<file path="config.mk">
export PLATFORM = sky130hd
export DESIGN_NAME = deser_arbiter
export DESIGN_NICKNAME = d
export VERILOG_FILES = /design/src/rtl/deser_arbiter.sv
export SDC_FILE = /design/constraint.sdc
export NUM_CORES = 1
export LEC_CHECK = 0
export CAP_MARGIN = 20
export CORE_UTILIZATION = 43
export DETAILED_ROUTE_END_ITERATION = 8
export GPL_ROUTABILITY_DRIVEN = 0
export PLACE_DENSITY = 0.75
export SYNTH_ARGS = -nofsm -noshare
export SYNTH_HDL_FRONTEND = slang
export SYNTH_SLANG_ARGS = --single-unit
</file>
<file path="constraint.sdc">
create_clock -name clk_100mhz -period 2.45 [get_ports clk_100mhz]
set_clock_uncertainty 0.1 [all_clocks]
set_input_delay 0.3675 -clock clk_100mhz [delete_from_list [all_inputs] [get_ports clk_100mhz]]
set_output_delay 0.3675 -clock clk_100mhz [all_outputs]
set_load 0.03 [all_outputs]
</file>
<file path="src/rtl/deser_arbiter.sv">
// Round-robin arbiter that lends one serial deserializer to NUM_SRC sources,
// one whole frame at a time, and forwards each finished byte with its source id.
module deser_arbiter #(
  parameter int NUM_SRC        = 4,
  parameter int BITS_PER_FRAME = 8,
  parameter int TIMEOUT        = 64,
  localparam int IDW           = $clog2(NUM_SRC)
) (
  input  logic               clk_100mhz,
  input  logic               reset,
  input  logic [NUM_SRC-1:0] req_i,
  input  logic [NUM_SRC-1:0] src_data_i,
  input  logic [NUM_SRC-1:0] src_write_i,
  output logic [NUM_SRC-1:0] grant_o,
  output logic               busy_o,
  output logic               des_data_o,
  output logic               des_write_o,
  output logic               des_ack_o,
  output logic               des_reset_o,
  input  logic               des_status_i,
  input  logic               des_ready_i,
  input  logic [7:0]         des_byte_i,
  output logic [7:0]         byte_o,
  output logic [IDW-1:0]     byte_src_o,
  output logic               byte_valid_o,
  input  logic               byte_ack_i,
  output logic               abort_o
);

  localparam int BCW = $clog2(BITS_PER_FRAME + 1);
  localparam int SCW = $clog2(TIMEOUT + 1);

  typedef enum logic [2:0] {
    S_IDLE,
    S_STREAM,
    S_WAIT_RDY,
    S_DELIVER,
    S_ABORT
  } state_t;

  state_t         state, state_nxt;
  logic [IDW-1:0] g_idx;
  logic [IDW-1:0] last_grant;
  logic [IDW-1:0] win_idx;
  logic           win_vld;
  logic [BCW-1:0] bit_cnt;
  logic [SCW-1:0] stall_cnt;
  logic           last_bit;
  logic           stall_hit;

  assign last_bit  = (bit_cnt == BCW'(BITS_PER_FRAME - 1));
  assign stall_hit = (stall_cnt == SCW'(TIMEOUT - 1));
  assign busy_o    = (state != S_IDLE);

  // Round-robin pick: scan downwards so the requester closest after last_grant wins.
  always_comb begin
    win_idx = '0;
    win_vld = 1'b0;
    for (int i = NUM_SRC; i >= 1; i--) begin
      if (req_i[(int'(last_grant) + i) % NUM_SRC]) begin
        win_idx = IDW'((int'(last_grant) + i) % NUM_SRC);
        win_vld = 1'b1;
      end
    end
  end

  // Zero-latency mux: only the granted source reaches the deserializer, and only while streaming.
  always_comb begin
    des_data_o  = 1'b0;
    des_write_o = 1'b0;
    if (state == S_STREAM) begin
      des_data_o  = src_data_i[g_idx];
      des_write_o = src_write_i[g_idx];
    end
  end

  // State register.
  always_ff @(posedge clk_100mhz) begin
    if (reset) state <= S_IDLE;
    else       state <= state_nxt;
  end

  // Next-state logic and single-cycle pulses; pulses are suppressed while reset is held.
  always_comb begin
    state_nxt   = state;
    des_ack_o   = 1'b0;
    des_reset_o = 1'b0;
    abort_o     = 1'b0;
    case (state)
      S_IDLE: begin
        if (des_status_i && win_vld) state_nxt = S_STREAM;
      end
      S_STREAM: begin
        if (des_write_o) begin
          if (last_bit) state_nxt = S_WAIT_RDY;
        end else if (stall_hit) begin
          state_nxt = S_ABORT;
        end
      end
      S_WAIT_RDY: begin
        if (des_ready_i) begin
          des_ack_o = ~reset;
          state_nxt = S_DELIVER;
        end else if (stall_hit) begin
          state_nxt = S_ABORT;
        end
      end
      S_DELIVER: begin
        if (byte_ack_i) state_nxt = S_IDLE;
      end
      S_ABORT: begin
        des_reset_o = ~reset;
        abort_o     = ~reset;
        state_nxt   = S_IDLE;
      end
      default: state_nxt = S_IDLE;
    endcase
  end

  // Grant, counters, priority pointer and the captured byte.
  always_ff @(posedge clk_100mhz) begin
    if (reset) begin
      grant_o      <= '0;
      g_idx        <= '0;
      last_grant   <= IDW'(NUM_SRC - 1);
      bit_cnt      <= '0;
      stall_cnt    <= '0;
      byte_o       <= '0;
      byte_src_o   <= '0;
      byte_valid_o <= 1'b0;
    end else begin
      case (state)
        S_IDLE: begin
          if (state_nxt == S_STREAM) begin
            grant_o   <= NUM_SRC'(1) << win_idx;
            g_idx     <= win_idx;
            bit_cnt   <= '0;
            stall_cnt <= '0;
          end
        end
        S_STREAM: begin
          if (des_write_o) begin
            bit_cnt   <= bit_cnt + 1'b1;
            stall_cnt <= '0;
            if (last_bit) grant_o <= '0;
          end else begin
            stall_cnt <= stall_cnt + 1'b1;
            if (stall_hit) grant_o <= '0;
          end
        end
        S_WAIT_RDY: begin
          if (des_ready_i) begin
            byte_o       <= des_byte_i;
            byte_src_o   <= g_idx;
            byte_valid_o <= 1'b1;
          end else begin
            stall_cnt <= stall_cnt + 1'b1;
          end
        end
        S_DELIVER: begin
          if (byte_ack_i) begin
            byte_valid_o <= 1'b0;
            last_grant   <= g_idx;
          end
        end
        S_ABORT: begin
          grant_o    <= '0;
          bit_cnt    <= '0;
          stall_cnt  <= '0;
          last_grant <= g_idx;
        end
        default: ;
      endcase
    end
  end

endmodule
</file>
* After elaboration in Yosys (flattened, before gate mapping) *
Cells that the tools add are included.

storage, ports and cells
  flip-flop bits (word level) = 33
  latch bits = 0
  bits in writable memories = 0
  ROM bits = 0
  input port bits = 25
  memories = 0

operators by class
  $add $sub $neg = 6
  multipliers = 0
  div/mod/pow operators = 0
  magnitude comparators = 5
  equal/unequal tests = 14
  shift operators = 1
  muxes and demuxes = 53
  bitwise operators = 5
  reduce and logical (&&, ||, !) cells = 18

operator list
  cell                 count
  $pmux 7 s4           1
  $mux 4               6
  $pmux 4 s3           2
  $mux 1               21
  $mux 7               3
  $mux 3               6
  $lt 3x4->1 const B   4
  $bmux 1 s2           6
  $pmux 3 s4           1
  $mux 2               5
  $ne 2x2->1 const B   5
  $reduce_and 3->1     3
  $reduce_or 2->1      4
  $add 7x1->7 const B  1
  $eq 7x6->1 const B   1
  $eq 3x1->1 const B   2
  $eq 3x2->1 const B   2
  $ne 3x3->1 const B   2
  $reduce_and 2->1     3
  $reduce_bool 3->1    2
  $add 2x1->2 const B  2
  $add 2x2->2 const B  2
  $add 4x1->4 const B  1
  $and 1x1->1 const A  4
  12 further kinds     13

* Logic depth before layout (Yosys ltp) *
Gate-level depths: netlist of the first run.

  word-level depth = 16
  depth in mapped cells = 8
  mapped depth without buffers = 7

* Least setup slack after synthesis of the first run *
Ideal clock, no wire load.

  path kind = register -> output
  from = register state[1]
  to = output port des_ack_o
  data arrival time = 1.864 ns
  path slack = 0.119 ns
  stages on the path, launching flop included = 7
  path buffers = 2
  cell sequence = dfxtp_1 > clkbuf_1 > nor2b_1 > nand2_1 > or2_2 > clkbuf_1 > nor2_1

between the ends
  cells in the longest elaborated chain, start to end = 2

RTL lines
  what                      line  RTL
  start: declaration        41    state_t state, state_nxt;
  start signal: assignment  80    else state <= state_nxt;
  $eq 3x2->1                89    case (state)
  $mux 1                    89
  end: declaration          18    output logic des_ack_o,

Every way passes these cells.

* Final worst setup path of the first run *
  from = input port src_write_i[3]
  to = register stall_cnt[4]

between the ends
  cells in the longest elaborated chain, start to end = 8
  elaborated cells between the ends (all ways) = 10
  those cells by class = eq/ne: 2; mux: 7; reduce/logical: 1

RTL lines
  what                               line  RTL
  start: declaration                 13    input logic [NUM_SRC-1:0] src_write_i,
  $bmux 1 s2 *                       73    des_write_o = src_write_i[g_idx];
  $mux 1 (implied by the code) *     73
  $mux 1 *                           71    if (state == S_STREAM) begin
  $mux 3                             94    if (des_write_o) begin
  $pmux 3 s4                         89
  $eq 3x1->1                         134   if (state_nxt == S_STREAM) begin
  $ne 2x2->1 (no source line)        -
  $reduce_and 3->1 (no source line)  -
  end signal: assignment             147   stall_cnt <= stall_cnt + 1'b1;
  end signal: assignment             157   stall_cnt <= stall_cnt + 1'b1;
  end: declaration                   47    logic [SCW-1:0] stall_cnt;

Every way passes the cells marked *; elsewhere a longest branch is shown, timed or not. The select of a mux whose other input is x is not followed.
A chain may end at the register's enable or synchronous reset.

==> reports/results.txt, run 1 <==
Detailed Routing Iterations Pass 1: 4
R2R Path Start: g_idx[0]$_SDFFE_PP0P_
vias per cell: 5.36
largest net degree at the start of global routing: 20
starting density of the core: 45.2%
most frequent cells in the layout: 40 x clkdlybuf4s50_1, 33 x dfxtp_1, 31 x nand2_1, 21 x nor2_1, 21 x buf_4
first-pass GRT wire length: 7.13 mm
worst slew pin tran: 0.548 ns
P&R area growth vs syn: 43.0%
# fillers: 324
Gate Count Post-Synth: 207
Comb power frac: 17.8%
worst path required time: 2.57 ns
commonest non-fill, non-tap cell in the layout: clkdlybuf4s50_1
gr busiest metal: met2
Worst Path Arrival: 2.49 ns
ys flop type: dfxtp_1
CTS tree: yes
final setup fails: 0
DP Area: 2280 um^2
total of max-cap violations: 0
CTS sink cnt: 33
FFs w/ async S/R, synth: 0%
P_leak: 0.000923 uW
grt met2 use: 35.8%
Yosys reg bits: 33
Sequential Power Share: 45.5%
antenna viol nets, final: 0
die area: 4160 um^2
final instance area: 2400 um^2
fin cells: 317
crit-path leading delay family: compound AO/OA/AOI/OAI gates
power per cell area: 510 nW/um^2
RSZ-0062 raised after global routing: false
sw frac: 25.6%
Hold Crit Class: reg2reg
Post-synth EDFFs: 0
sequential element share of the synthesized area: 39.3%
ranking of synthesized cells by area: dfxtp_1 39%, nand2_1 6.9%, a21oi_1 5.7%, nor2_1 4.7%, o21ai_0 3.6%
Core Region: 3720 um^2
Global Route met3 Usage: 7.75%
area of the multi-input gates: 981 um^2
drt total wl: 4.10 mm
setup bufs post-CTS: 0
syn_nets: 234
CTS Hold Bufs: 0
Starting DRT DRC Count: 108
crit path buf inv count: 2
Crit. Startpoint: src_write_i[3]
Root Buffer: clkbuf_8
final hold slack: 0.358 ns
crit start category: primary input
min-delay src: byte_o[3]$_SDFFE_PP0P_
Final Hold Viols: 0
peak supply drop: 0.000258 V
vias in the first global route: 1608
port bufs: 45
HPWL after detailed placement: 3.00 mm
grt ovf: 0
Distinct cells, synth: 45
Yosys top cell area share: 39.3%
syn_area_per_cell: 8.11 um^2
headroom to the max-slew limit: 63.3%
Wirelength per Cell: 12.9 um
status: completed
initial antenna violation count: 0
GRT Overall Usage: 22.1%
layout cell share with drive strength beyond 1: 14.5%
Critical R2R Capture: stall_cnt[4]$_SDFFE_PP0P_
Worst path slowest cell: mux4_2
depth of the worst register-to-register path: 7
Clk pin slew, worst setup/hold paths: 0.07 ns
Register Area: 661 um^2
ant diodes: 0
vias: 1698
H-tree levels: 2
fin crit period: 2.37 ns
clock buffer count from CTS: 5
P_sw: 314 uW
maximum clock rate: 422 MHz
CP Capture Type: flip-flop
largest area contributor in the netlist: dfxtp_1
Cell Area, Synth: 1680 um^2
row count: 22
Power Internal: 911 uW
Final Util: 64.6%
Worst-Skew Late Latency: 0.29 ns
Max Buffers Root-to-Sink: 2
critical path cell sequence: clkdlybuf4s50_1 -> mux4_2 -> a211o_1 -> o211ai_2 -> a31oi_2 -> buf_4 -> or3_1 -> a21oi_2
CP Class: in2reg
M1 GR Usage: 27.2%
Final Max Slew Viols: 0
Max Fanout on Critical Path: 10
Yosys Warn Count: 0
max incr delay on CP: 0.52 ns
Clock power frac: 36.6%
WHS Path Cells: 2
dpl cells: 309
die height: 64.5 um
Endpoint, Worst Hold: byte_o[3]$_SDFFE_PP0P_
Die Width: 64.5 um
worst reg2reg setup slack: 0.16 ns
I/O pin count: 46
# DRC: 0
final layout net count: 295
final period utilization: 96.7%
## metrics by stage
stage          worst slack, ns  power [uW]  setup TNS, ns
3_3_place_gp            -0.194         783          -1.21
5_1_grt                0.00417        1290              0
4_1_cts                 0.0679        1240              0
6_report                0.0807        1230              0
2_1_floorplan            0.119         686              0
3_5_place_dp            -0.220         786          -1.67
## layer usage
| metal | vias to the layer above | wire length (um) |
|---|---|---|
| li1 | 861 | - |
| met1 | 783 | 1930 |
| met2 | 49 | 1840 |
| met3 | 5 | 274 |
| met4 | 0 | 53 |
| met5 | - | 0 |
## worst max path at each step
| stage | endpoint | slack [ns] | cells after the start |
|---|---|---|---|
| after floorplan | des_ack_o | 0.12 | 6 |
| after global placement | stall_cnt[5]$_SDFFE_PP0P_ | -0.19 | 7 |
| after detailed placement | stall_cnt[5]$_SDFFE_PP0P_ | -0.22 | 7 |
| after CTS | stall_cnt[4]$_SDFFE_PP0P_ | 0.07 | 8 |
| after global routing | stall_cnt[5]$_SDFFE_PP0P_ | 0.004 | 7 |
| final | stall_cnt[4]$_SDFFE_PP0P_ | 0.08 | 8 |
## power by group through the flow
stage               logic [uW]  clock network (uW)  registers [uW]
finish                     218                 449             558
global route               238                 493             560
CTS                        215                 464             558
detailed placement         216                   0             570
global placement           213                   0             570
floorplan                  109                   0             577
## repair_timing
item / in CTS / in global routing
endpoints found under the hold margin: 0 / 0
setup endpoints to repair: 2 / 4
pin swaps: 0 / 2
resized for setup: 2 / 4
## logic make-up after synthesis
logic type,share of synthesized area (%)
xor+xnor,1.04
flops,39.3
buf+inv,3.65
mux,5.66
simple gates,28.8
fa+ha+maj,1.49
compound gates,20.0
## cell usage after synthesis (all sizes together) (2+ instances only)
cell type	n
a32oi	2
nor2b	3
o211ai	2
a211o	3
mux4	2
nor3	4
nand3	8
o31ai	2
a31oi	3
clkbuf	7
nand4	2
a21oi	19
nand3b	5
mux2i	5
or3	5
and3b	5
dfxtp	33
nor2	21
buf	2
and2	2
o21ai	12
nor3b	2
ha	2
inv	6
nand2b	4
nand2	31
## final cells by class
type                            instances  area share (%)
Inverter                                6           0.938
Clock buffer                            7            4.01
Multi-Input combinational cell        159            40.9
Timing Repair Buffer                   63            24.0
Tap cell                               48            2.50
Clock inverter                          1           0.208
Sequential cell                        33            27.5
## flip-flops by register name, indices dropped and copies added (netlist names)
name / flops
state: 3
g_idx: 2
byte_valid_o: 1
stall_cnt: 7
last_grant: 2
bit_cnt: 4
byte_o: 8
byte_src_o: 2
grant_o: 4
## tightest hold or removal path, cell delays in order (launching register included)
cell     delay, ns
dfxtp_1       0.31
nand2_1       0.05
a21oi_1       0.05
Note: power is estimated with default switching activity, not from simulation.
==> run 2, diff against run 1 <==
--- a/config.mk
+++ b/config.mk
@@ -5,7 +5,6 @@
 export SDC_FILE = /design/constraint.sdc
 export NUM_CORES = 1
 export LEC_CHECK = 0
-export CAP_MARGIN = 20
 export CORE_UTILIZATION = 43
 export DETAILED_ROUTE_END_ITERATION = 8
 export GPL_ROUTABILITY_DRIVEN = 0
==> results of run 2 <==
Same layout as run 1: the final DEF is identical, and so are final timing and power.
==> run 3, diff against run 2 <==
--- a/config.mk
+++ b/config.mk
@@ -9,6 +9,7 @@
 export DETAILED_ROUTE_END_ITERATION = 8
 export GPL_ROUTABILITY_DRIVEN = 0
 export PLACE_DENSITY = 0.75
+export SKIP_CTS_REPAIR_TIMING = 1
 export SYNTH_ARGS = -nofsm -noshare
 export SYNTH_HDL_FRONTEND = slang
 export SYNTH_SLANG_ARGS = --single-unit
==> constraint.sdc (replaced) <==
create_clock -name clk_100mhz -period 2.45 [get_ports clk_100mhz]
set_clock_uncertainty 0.1 [all_clocks]
set_input_delay 0.3675 -clock clk_100mhz [delete_from_list [all_inputs] [get_ports clk_100mhz]]
set_output_delay 0.3675 -clock clk_100mhz [all_outputs]
set_load 0.05 [all_outputs]
==> reports/results.txt, run 3 (synthesized netlist as in run 1, its figures left out) <==
depth of the worst register-to-register path: 6 (-1)
ant diodes: 0 (unchanged)
P_leak: 0.000931 uW (+0.88%)
setup slack at placement: -0.187 ns (+0.0332 ns)
Reg with most FFs: byte_o
vias: 1695 (-0.18%)
grt ovf: 0 (unchanged)
initial antenna violation count: 0 (unchanged)
dpl cells: 312 (+0.97%)
power per cell area: 492 nW/um^2 (-3.6%)
Largest regs: byte_o x8, stall_cnt x7
CTS tree: yes
Die Width: 64.5 um (unchanged)
first-pass GRT wire length: 6.89 mm (-3.4%)
Max Buffers Root-to-Sink: 2 (unchanged)
CP Capture Type: output pin
fin crit period: 2.36 ns (-0.00609 ns)
Worst Path Arrival: 1.90 ns (-0.59 ns)
worst path required time: 1.98 ns (-0.59 ns)
most frequent cells in the layout: 40 x clkdlybuf4s50_1, 33 x dfxtp_1, 31 x nand2_1, 23 x buf_4, 20 x nor2_1
starting density of the core: 45.2% (unchanged)
vias per cell: 5.31 (-0.80%)
TNS Setup: 0 ns (unchanged)
maximum clock rate: 423 MHz (+0.26%)
worst slew pin tran: 0.536 ns (-0.0127 ns)
CP Class: reg2out
clock buffer count from CTS: 5 (unchanged)
P&R area growth vs syn: 44.6%
Detailed Routing Iterations Pass 1: 4 (unchanged)
Clk pin slew, worst setup/hold paths: 0.06 ns (about the same)
Worst-Skew Late Latency: 0.28 ns (about the same)
total of max-cap violations: 0 (unchanged)
max reg flops: 8 (unchanged)
Final Hold Viols: 0 (unchanged)
port bufs: 45 (unchanged)
I/O pin count: 46 (unchanged)
GRT Overall Usage: 21.6% (-0.54 points)
setup ws final: 0.0868 ns (+0.00609 ns)
final layout net count: 298 (+1.0%)
RSZ-0062 raised after global routing: false
die area: 4160 um^2 (unchanged)
row count: 22 (unchanged)
antenna viol nets, final: 0 (unchanged)
die height: 64.5 um (unchanged)
Core Region: 3720 um^2 (unchanged)
HPWL after detailed placement: 3.09 mm (+2.8%)
Final Max Slew Viols: 0 (unchanged)
CTS sink cnt: 33 (unchanged)
commonest non-fill, non-tap cell in the layout: clkdlybuf4s50_1
Hold Crit Class: reg2reg
final setup fails: 0 (unchanged)
Root Buffer: clkbuf_8
Starting DRT DRC Count: 94 (-13%)
peak supply drop: 0.000265 V (+2.9%)
Max Fanout on Critical Path: 16 (+6)
largest net degree at the start of global routing: 17 (-15%)
vias in the first global route: 1577 (-1.9%)
layout cell share with drive strength beyond 1: 15.1% (+0.63 points)
status: completed
headroom to the max-slew limit: 64.1% (+0.85 points)
H-tree levels: 2 (unchanged)
# DRC: 0 (unchanged)
crit start category: flip-flop
drt total wl: 4.06 mm (-0.81%)
WHS Path Cells: 2 (unchanged)
final period utilization: 96.5% (-0.25 points)
fin cells: 319 (+0.63%)
Wirelength per Cell: 12.7 um (-1.4%)
-- run 3: area by class of cell --
class                   count  area (um^2)
flip-flops and latches     33          661
repair buffers             66          633
fillers                   343         1290
multi-input cells         159          966
inverters                   6         22.5
clock buffers               7         86.3
well taps                  48         60.1
-- run 3: stage by stage --
step / hold WS (ns) / power (uW) / utilization, % / cell area [um^2]
after global routing: 0.372 / 1250 / 65.4 / 2430
final: 0.354 / 1190 / 65.4 / 2430
after detailed placement: 0.346 / 800 / 62.9 / 2340
after global placement: 0.341 / 796 / 62.9 / 2340
after floorplan: 0.354 / 698 / - / 1680
after CTS: 0.354 / 1200 / 65.2 / 2420
-- run 3: power breakdown --
part           leakage [uW]  internal, uW  switching [uW]
logic              0.000620           112             121
clock network     0.0000443           223             182
registers          0.000267           549            9.31
total              0.000931           883             312
-- run 3: metal layers --
layer,GRT usage (%),wire (um),vias to the layer above
met4,7.22,90,0
met2,36.1,1850,58
met1,25.4,1850,767
met3,7.92,270,7
met5,0,0,-
li1,-,-,863
-- run 3: worst max-delay path, cell delays in order, from the launching register on --
cell and delay, ns:
dfxtp_1 0.31, buf_4 0.19, or3_1 0.41, clkdlybuf4s50_1 0.71
-- run 3: path summary, 6_finish.rpt --
check / start / end / slack, ns
setup / recovery: state[2]$_SDFF_PP0_ / busy_o / 0.09
hold / removal: byte_o[4]$_SDFFE_PP0P_ / byte_o[4]$_SDFFE_PP0P_ / 0.35
setup reg to reg: g_idx[0]$_SDFFE_PP0P_ / stall_cnt[5]$_SDFFE_PP0P_ / 0.19
hold reg to reg: byte_o[4]$_SDFFE_PP0P_ / byte_o[4]$_SDFFE_PP0P_ / 0.35
